===== config.mk =====
export PLATFORM = sky130hd
export DESIGN_NAME = fw_wb_master
export DESIGN_NICKNAME = d
export VERILOG_FILES = /design/src/rtl/fw_wb_master.sv
export SDC_FILE = /design/constraint.sdc
export NUM_CORES = 1
export LEC_CHECK = 0
export ABC_AREA = 1
export BUFFER_PORTS_ARGS = -buffer_cell sky130_fd_sc_hd__clkbuf_2
export CAP_MARGIN = 20
export CORE_MARGIN = 2
export CORE_UTILIZATION = 61
export CTS_BUF_LIST = sky130_fd_sc_hd__clkbuf_4 sky130_fd_sc_hd__clkbuf_8
export DETAILED_ROUTE_END_ITERATION = 7
export GPL_TIMING_DRIVEN = 1
export HOLD_SLACK_MARGIN = 0.06
export PLACE_DENSITY_LB_ADDON = 0.05
export SYNTH_ARGS = -nofsm -noshare
export SYNTH_HDL_FRONTEND = slang
export SYNTH_SLANG_ARGS = --single-unit

===== constraint.sdc =====
create_clock -name wb_clk_i -period 6.21 [get_ports wb_clk_i]
set_input_delay 0.621 -clock wb_clk_i [delete_from_list [all_inputs] [get_ports wb_clk_i]]
set_output_delay 0.621 -clock wb_clk_i [all_outputs]
set_load 0.005 [all_outputs]

===== src/rtl/fw_wb_master.sv =====
// Wishbone classic-cycle initiator: queued command words become single bus reads/writes
// with retry and timeout handling, answered by one in-order response per command.
`timescale 1ns/1ps
module fw_wb_master #(
  parameter int FIFO_DEPTH     = 4,
  parameter int MAX_RETRIES    = 3,
  parameter int TIMEOUT_CYCLES = 16
) (
  input  logic        wb_clk_i,
  input  logic        wb_rst_i,
  input  logic        cmd_valid,
  output logic        cmd_ready,
  input  logic        cmd_we,
  input  logic [31:0] cmd_adr,
  input  logic [31:0] cmd_dat,
  input  logic [3:0]  cmd_sel,
  output logic        rsp_valid,
  input  logic        rsp_ready,
  output logic [31:0] rsp_dat,
  output logic [1:0]  rsp_status,
  output logic        busy,
  output logic [31:0] wb_adr_o,
  output logic [31:0] wb_dat_o,
  output logic [3:0]  wb_sel_o,
  output logic        wb_we_o,
  output logic [1:0]  wb_bte_o,
  output logic [2:0]  wb_cti_o,
  output logic        wb_cyc_o,
  output logic        wb_stb_o,
  input  logic        wb_ack_i,
  input  logic        wb_err_i,
  input  logic        wb_rty_i,
  input  logic [31:0] wb_dat_i
);

  localparam int AW = $clog2(FIFO_DEPTH);
  localparam int RW = $clog2(MAX_RETRIES + 2);
  localparam int TW = $clog2(TIMEOUT_CYCLES);
  localparam int EW = 69;

  localparam logic [1:0] RSP_OK  = 2'b00;
  localparam logic [1:0] RSP_ERR = 2'b01;
  localparam logic [1:0] RSP_RTY = 2'b10;
  localparam logic [1:0] RSP_TMO = 2'b11;

  typedef enum logic [1:0] {ST_IDLE = 2'd0, ST_BUS = 2'd1, ST_GAP = 2'd2, ST_RESP = 2'd3} state_t;

  logic [EW-1:0] fifo_mem_r [FIFO_DEPTH];
  logic [AW-1:0] wr_ptr_r, rd_ptr_r;
  logic [AW:0]   count_r;
  logic          full_s, empty_s, push_s, pop_s;
  logic [EW-1:0] head_s;

  state_t        state_r, state_nx_s;
  logic          cyc_r, cyc_nx_s, we_r, we_nx_s;
  logic [31:0]   adr_r, adr_nx_s, dat_r, dat_nx_s;
  logic [3:0]    sel_r, sel_nx_s;
  logic [RW-1:0] retry_cnt_r, retry_nx_s;
  logic [TW-1:0] tmo_cnt_r, tmo_nx_s;
  logic          rsp_valid_r, rsp_valid_nx_s;
  logic [31:0]   rsp_dat_r, rsp_dat_nx_s;
  logic [1:0]    rsp_status_r, rsp_status_nx_s;

  assign full_s    = (count_r == (AW+1)'(FIFO_DEPTH));
  assign empty_s   = (count_r == (AW+1)'(0));
  assign push_s    = cmd_valid & ~full_s;
  assign head_s    = fifo_mem_r[rd_ptr_r];
  assign cmd_ready = ~full_s;
  assign busy      = ~empty_s | (state_r != ST_IDLE);

  assign wb_cyc_o   = cyc_r;
  assign wb_stb_o   = cyc_r;
  assign wb_adr_o   = adr_r;
  assign wb_dat_o   = dat_r;
  assign wb_sel_o   = sel_r;
  assign wb_we_o    = we_r;
  assign wb_bte_o   = 2'b00;
  assign wb_cti_o   = 3'b000;
  assign rsp_valid  = rsp_valid_r;
  assign rsp_dat    = rsp_dat_r;
  assign rsp_status = rsp_status_r;

  // Command storage; contents need no reset because count_r gates every read.
  always_ff @(posedge wb_clk_i) begin
    if (push_s) begin
      fifo_mem_r[wr_ptr_r] <= {cmd_we, cmd_adr, cmd_dat, cmd_sel};
    end
  end

  // FIFO pointers and occupancy; pointers wrap naturally at the power-of-two depth.
  always_ff @(posedge wb_clk_i) begin
    if (wb_rst_i) begin
      wr_ptr_r <= AW'(0);
      rd_ptr_r <= AW'(0);
      count_r  <= (AW+1)'(0);
    end else begin
      if (push_s) wr_ptr_r <= wr_ptr_r + AW'(1);
      if (pop_s)  rd_ptr_r <= rd_ptr_r + AW'(1);
      case ({push_s, pop_s})
        2'b10:   count_r <= count_r + (AW+1)'(1);
        2'b01:   count_r <= count_r - (AW+1)'(1);
        default: count_r <= count_r;
      endcase
    end
  end

  // Next-state and next-register values for the bus sequencer.
  always_comb begin
    state_nx_s      = state_r;
    cyc_nx_s        = cyc_r;
    we_nx_s         = we_r;
    adr_nx_s        = adr_r;
    dat_nx_s        = dat_r;
    sel_nx_s        = sel_r;
    retry_nx_s      = retry_cnt_r;
    tmo_nx_s        = tmo_cnt_r;
    rsp_valid_nx_s  = rsp_valid_r;
    rsp_dat_nx_s    = rsp_dat_r;
    rsp_status_nx_s = rsp_status_r;
    pop_s           = 1'b0;
    case (state_r)
      ST_IDLE: begin
        if (!empty_s) begin
          pop_s       = 1'b1;
          we_nx_s     = head_s[68];
          adr_nx_s    = head_s[67:36];
          dat_nx_s    = head_s[68] ? head_s[35:4] : 32'h0000_0000;
          sel_nx_s    = head_s[3:0];
          cyc_nx_s    = 1'b1;
          retry_nx_s  = RW'(0);
          tmo_nx_s    = TW'(0);
          state_nx_s  = ST_BUS;
        end else begin
          state_nx_s  = ST_IDLE;
        end
      end
      ST_BUS: begin
        if (wb_err_i) begin
          cyc_nx_s        = 1'b0;
          rsp_valid_nx_s  = 1'b1;
          rsp_status_nx_s = RSP_ERR;
          rsp_dat_nx_s    = 32'h0000_0000;
          state_nx_s      = ST_RESP;
        end else if (wb_rty_i) begin
          cyc_nx_s = 1'b0;
          if (retry_cnt_r < RW'(MAX_RETRIES)) begin
            retry_nx_s = retry_cnt_r + RW'(1);
            tmo_nx_s   = TW'(0);
            state_nx_s = ST_GAP;
          end else begin
            rsp_valid_nx_s  = 1'b1;
            rsp_status_nx_s = RSP_RTY;
            rsp_dat_nx_s    = 32'h0000_0000;
            state_nx_s      = ST_RESP;
          end
        end else if (wb_ack_i) begin
          cyc_nx_s        = 1'b0;
          rsp_valid_nx_s  = 1'b1;
          rsp_status_nx_s = RSP_OK;
          rsp_dat_nx_s    = we_r ? 32'h0000_0000 : wb_dat_i;
          state_nx_s      = ST_RESP;
        end else if (tmo_cnt_r == TW'(TIMEOUT_CYCLES - 1)) begin
          // Dropping here keeps cyc high for exactly TIMEOUT_CYCLES cycles.
          cyc_nx_s        = 1'b0;
          rsp_valid_nx_s  = 1'b1;
          rsp_status_nx_s = RSP_TMO;
          rsp_dat_nx_s    = 32'h0000_0000;
          state_nx_s      = ST_RESP;
        end else begin
          tmo_nx_s = tmo_cnt_r + TW'(1);
        end
      end
      ST_GAP: begin
        cyc_nx_s   = 1'b1;
        tmo_nx_s   = TW'(0);
        state_nx_s = ST_BUS;
      end
      ST_RESP: begin
        if (rsp_ready) begin
          rsp_valid_nx_s = 1'b0;
          state_nx_s     = ST_IDLE;
        end else begin
          state_nx_s     = ST_RESP;
        end
      end
      default: begin
        cyc_nx_s       = 1'b0;
        rsp_valid_nx_s = 1'b0;
        state_nx_s     = ST_IDLE;
      end
    endcase
  end

  // Sequencer state and all registered bus/response outputs.
  always_ff @(posedge wb_clk_i) begin
    if (wb_rst_i) begin
      state_r      <= ST_IDLE;
      cyc_r        <= 1'b0;
      we_r         <= 1'b0;
      adr_r        <= 32'h0000_0000;
      dat_r        <= 32'h0000_0000;
      sel_r        <= 4'h0;
      retry_cnt_r  <= RW'(0);
      tmo_cnt_r    <= TW'(0);
      rsp_valid_r  <= 1'b0;
      rsp_dat_r    <= 32'h0000_0000;
      rsp_status_r <= 2'b00;
    end else begin
      state_r      <= state_nx_s;
      cyc_r        <= cyc_nx_s;
      we_r         <= we_nx_s;
      adr_r        <= adr_nx_s;
      dat_r        <= dat_nx_s;
      sel_r        <= sel_nx_s;
      retry_cnt_r  <= retry_nx_s;
      tmo_cnt_r    <= tmo_nx_s;
      rsp_valid_r  <= rsp_valid_nx_s;
      rsp_dat_r    <= rsp_dat_nx_s;
      rsp_status_r <= rsp_status_nx_s;
    end
  end

endmodule

==> summary.md <==
| Metric | Value |
|---|---|
| Io pins | about 220 |
| Yosys reg bits | roughly 400 |
| Via Count | 10400 |
| Most used cell, CP | nor2_1 |
| Post-Syn Area per Cell | around 11 um^2 |
| Seq/Total Area, Yosys | 71.1% |
| Sink Count | roughly 400 |
| CP endpoint kind | flop |
| Core ar. | 24300 um^2 |
| Reg-to-reg slack, setup | 3170 ps |
| Reg2reg end | count_r[2]$_SDFFE_PP0P_ |
| Cts hold-fix bufs | 0 |
| Mapped Cells | between 1000 and 1500 |
| Initial antenna violation count | 1 |
| Via/cell ratio | 5.44 |
| Setup TNS | 0 ps |
| Router iterations before antenna repair | 7 |
| Die area | 26100 um^2 |
| Worst VDD drop | between 0.0003 and 0.0004 V |
| Bufs on Longest Clock Path | 3 |
| Initial Utilization | a little over 60% |
| Hold-critical path depth | 1 |
| Distinct cells, synth | 29 |
| Final worst slack | between 3000 and 4000 ps |
| Hold Path Sink | fifo_mem_r[3][24]$_DFFE_PP_ |
| F_max | approximately 330 MHz |
| H-Tree Depth | 2 |
| Crit-path cells | nor2_2, nand2_2, inv_2, buf_4, ha_1, inv_1, fa_1, nor2_1, nor2_1, nand2_1, o21ai_0, a21oi_1 |
| Die Wd | 161 um |
| Commonest non-fill, non-tap cell in the layout | nor2_1 |
| Number of setup buffers added after CTS | 0 |
| Global-route wire length before repair | 50.8 mm |
| Hold Vio Cnt, Final | 0 |
| FF-to-FF Start | state_r[1]$_SDFFE_PP0P_ |
| Reg clk slew, reported paths | 60 ps |
| FF-to-FF path depth | 12 |
| Tightest Hold Check Type | input pin to flop |
| Outcome | finished, final reports clean |
| Largest fanout on the critical path | 75 |
| Static leakage | ~6.6 nW |
| Worst Skew | between 15 and 20 ps |
| # fillers | 1780 |
| Crit Path Class | flop to flop |
| Root Driver | clkbuf_8 |
| Cell Rows | 57 |
| Drt initial violations | 928 |
| RSZ-0062 raised after global routing | no |
| Highest-delay cell along the critical path | buf_4 |
| Gpl congestion | 0.798 |
| Slew HR | approximately a third |
| Largest net degree at the start of global routing | 87 |
| Worst Path Required | 6720 ps |
| CP top delay family | simple AND/OR/NAND/NOR gates |
| Inserted Clock Buffers | 60 |
| CTS resizes | 0 |
| Remaining DRCs | 0 |
| PortBufs | 215 |
| CTS tree | yes |
| Tcrit/Tclk final | 49.0% |
| Slew @ Worst Pin | 1020 ps |
| WP depth | 12 |
| WHS | 251 ps |
| Share of cells above drive strength 1 | 23.1% |
| Max-cap viol count | 0 |
| Area Overhead vs Synth | 15.5% |
| Post-route ant nets | 0 |
| WL final | 31.8 mm |
| Detailed placer's ending HPWL | 18.4 mm |
| Fin nets | 1645 |
| Worst path arrival time | between 3000 and 4000 ps |
| Synthesized cell area | 15100 um^2 |
| Number of global-route vias before repair | 9968 |
| Min Tclk post-route | just over 3000 ps |
| Die span in y | 161 um |
| Max stage delay on crit path | 590 ps |
| Pre-CTS WS | 3210 ps |
| Fin. max-slew vios | 0 |
| DR WL/cell | 16.7 um |
| Commonest non-fill, non-tap cells in the layout | 302 x nor2_1, 276 x edfxtp_1, 215 x clkbuf_2, 175 x o21ai_0, 121 x dfxtp_1 |
| # setup viols final | 0 |
| Worst path bufs/invs | 3 |
| Skew-Pair Late Insertion Delay | 590 ps |
| GRT overflow | 0 |
| Cell Pwr Density | 446 nW/um^2 |
| Startpoint types | flop |
| Ys Warns | 0 |
| Total power | 0.00780 W |
| Origin of the worst min-delay path | cmd_dat[20] |
| Total track usage | between 20% and 30% |
==> final cells by class <==
| class | instances | area, um^2 | share of cell area (%) |
|---|---|---|---|
| antenna | 1 | 2.50 | 0.0143 |
| clock buffer | 102 | 1190 | 6.82 |
| clock inverter | 10 | 50.0 | 0.287 |
| inverter | 30 | 118 | 0.673 |
| multi-input combinational | 812 | 3770 | 21.6 |
| sequential | 399 | 10800 | 61.6 |
| tap | 324 | 405 | 2.32 |
| timing repair buffer | 226 | 1180 | 6.75 |
==> routing by layer <==
metal,part of all wire (%),up-vias,track usage (%)
li1,-,5056,-
met4,1.9,0,7.47
met1,44,4848,34.4
met3,7.4,50,4.42
met5,0,-,0
met2,47,396,39.4
==> logic make-up (layout without fill, tap and decap cells) <==
kind of cell	after synthesis	in the layout	synth area share [%]
and+or+nand+nor	447	447	11.7
DFF	399	399	71.1
other	1	6	0.0248
buffers and inverters	118	368	4.33
AOI/OAI and AO/OA	352	352	12.2
adders and majority gates	8	8	0.711
==> worst reg2reg max path, cell delays in order (launching register included) <==
cell	delay (ps)
dfxtp_1	350
nor2_2	160
nand2_2	510
inv_2	150
buf_4	590
ha_1	270
inv_1	70
fa_1	380
nor2_1	120
nor2_1	50
nand2_1	70
o21ai_0	80
a21oi_1	160
==> power breakdown <==
| group | internal [W] | switching, W | total [W] |
|---|---|---|---|
| clock | 0.00120 | 0.000939 | 0.00214 |
| sequential | 0.00332 | 0.000245 | 0.00357 |
| combinational | 0.000680 | 0.00141 | 0.00209 |
| total | 0.00520 | 0.00260 | 0.00780 |
==> flip-flops by register name, indices dropped and copies added (netlist names), 3 cells and up, named ones only <==
register / count
fifo_mem_r: 276
rsp_dat: 32
wb_adr_o: 32
wb_dat_o: 32
tmo_cnt_r: 4
wb_sel_o: 4
count_r: 3
retry_cnt_r: 3
==> worst max path at each step <==
stage                                       start                          end  slack (ps)
after floorplan                         cmd_valid   fifo_mem_r[0][0]$_DFFE_PP_        2040
after global placement                  cmd_valid  fifo_mem_r[1][49]$_DFFE_PP_        3180
after detailed placement  state_r[1]$_SDFFE_PP0P_      count_r[2]$_SDFFE_PP0P_        3210
after CTS                 state_r[1]$_SDFFE_PP0P_      count_r[2]$_SDFFE_PP0P_        3170
after global routing      state_r[1]$_SDFFE_PP0P_      count_r[2]$_SDFFE_PP0P_        2810
final                     state_r[1]$_SDFFE_PP0P_      count_r[2]$_SDFFE_PP0P_        3170
==> synthesized netlist by cell type <==
cell / n / area, um^2
nor2_1: 306 / 1150
edfxtp_1: 276 / 8290
o21ai_0: 175 / 876
dfxtp_1: 123 / 2460
nand2_1: 108 / 405
a21oi_1: 64 / 320
o21ai_1: 55 / 275
a31oi_1: 36 / 225
clkbuf_1: 31 / 116
buf_2: 24 / 120
inv_1: 21 / 78.8
o22ai_1: 19 / 119
buf_6: 17 / 191
nand3_1: 15 / 75.1
buf_4: 14 / 105
inv_2: 8 / 30.0
ha_1: 7 / 87.6
nand2_2: 5 / 31.3
nand3_2: 4 / 40.0
nor2_2: 4 / 25.0
nand4_1: 3 / 18.8
buf_1: 2 / 7.51
o21bai_1: 2 / 15.0
conb_1: 1 / 3.75
fa_1: 1 / 20.0
inv_4: 1 / 6.26
nor2_4: 1 / 11.3
nor3_4: 1 / 16.3
o22a_1: 1 / 8.76
==> metrics by stage <==
step                      instances  instance area [um^2]  util (%)
after floorplan                1329                 15100         -
after global placement         1790                 16200      66.6
after detailed placement       1791                 16200      66.7
after CTS                      1903                 17500      71.8
after global routing           1904                 17500      71.8
final                          1904                 17500      71.8
Power figures use the tool's default switching activity.
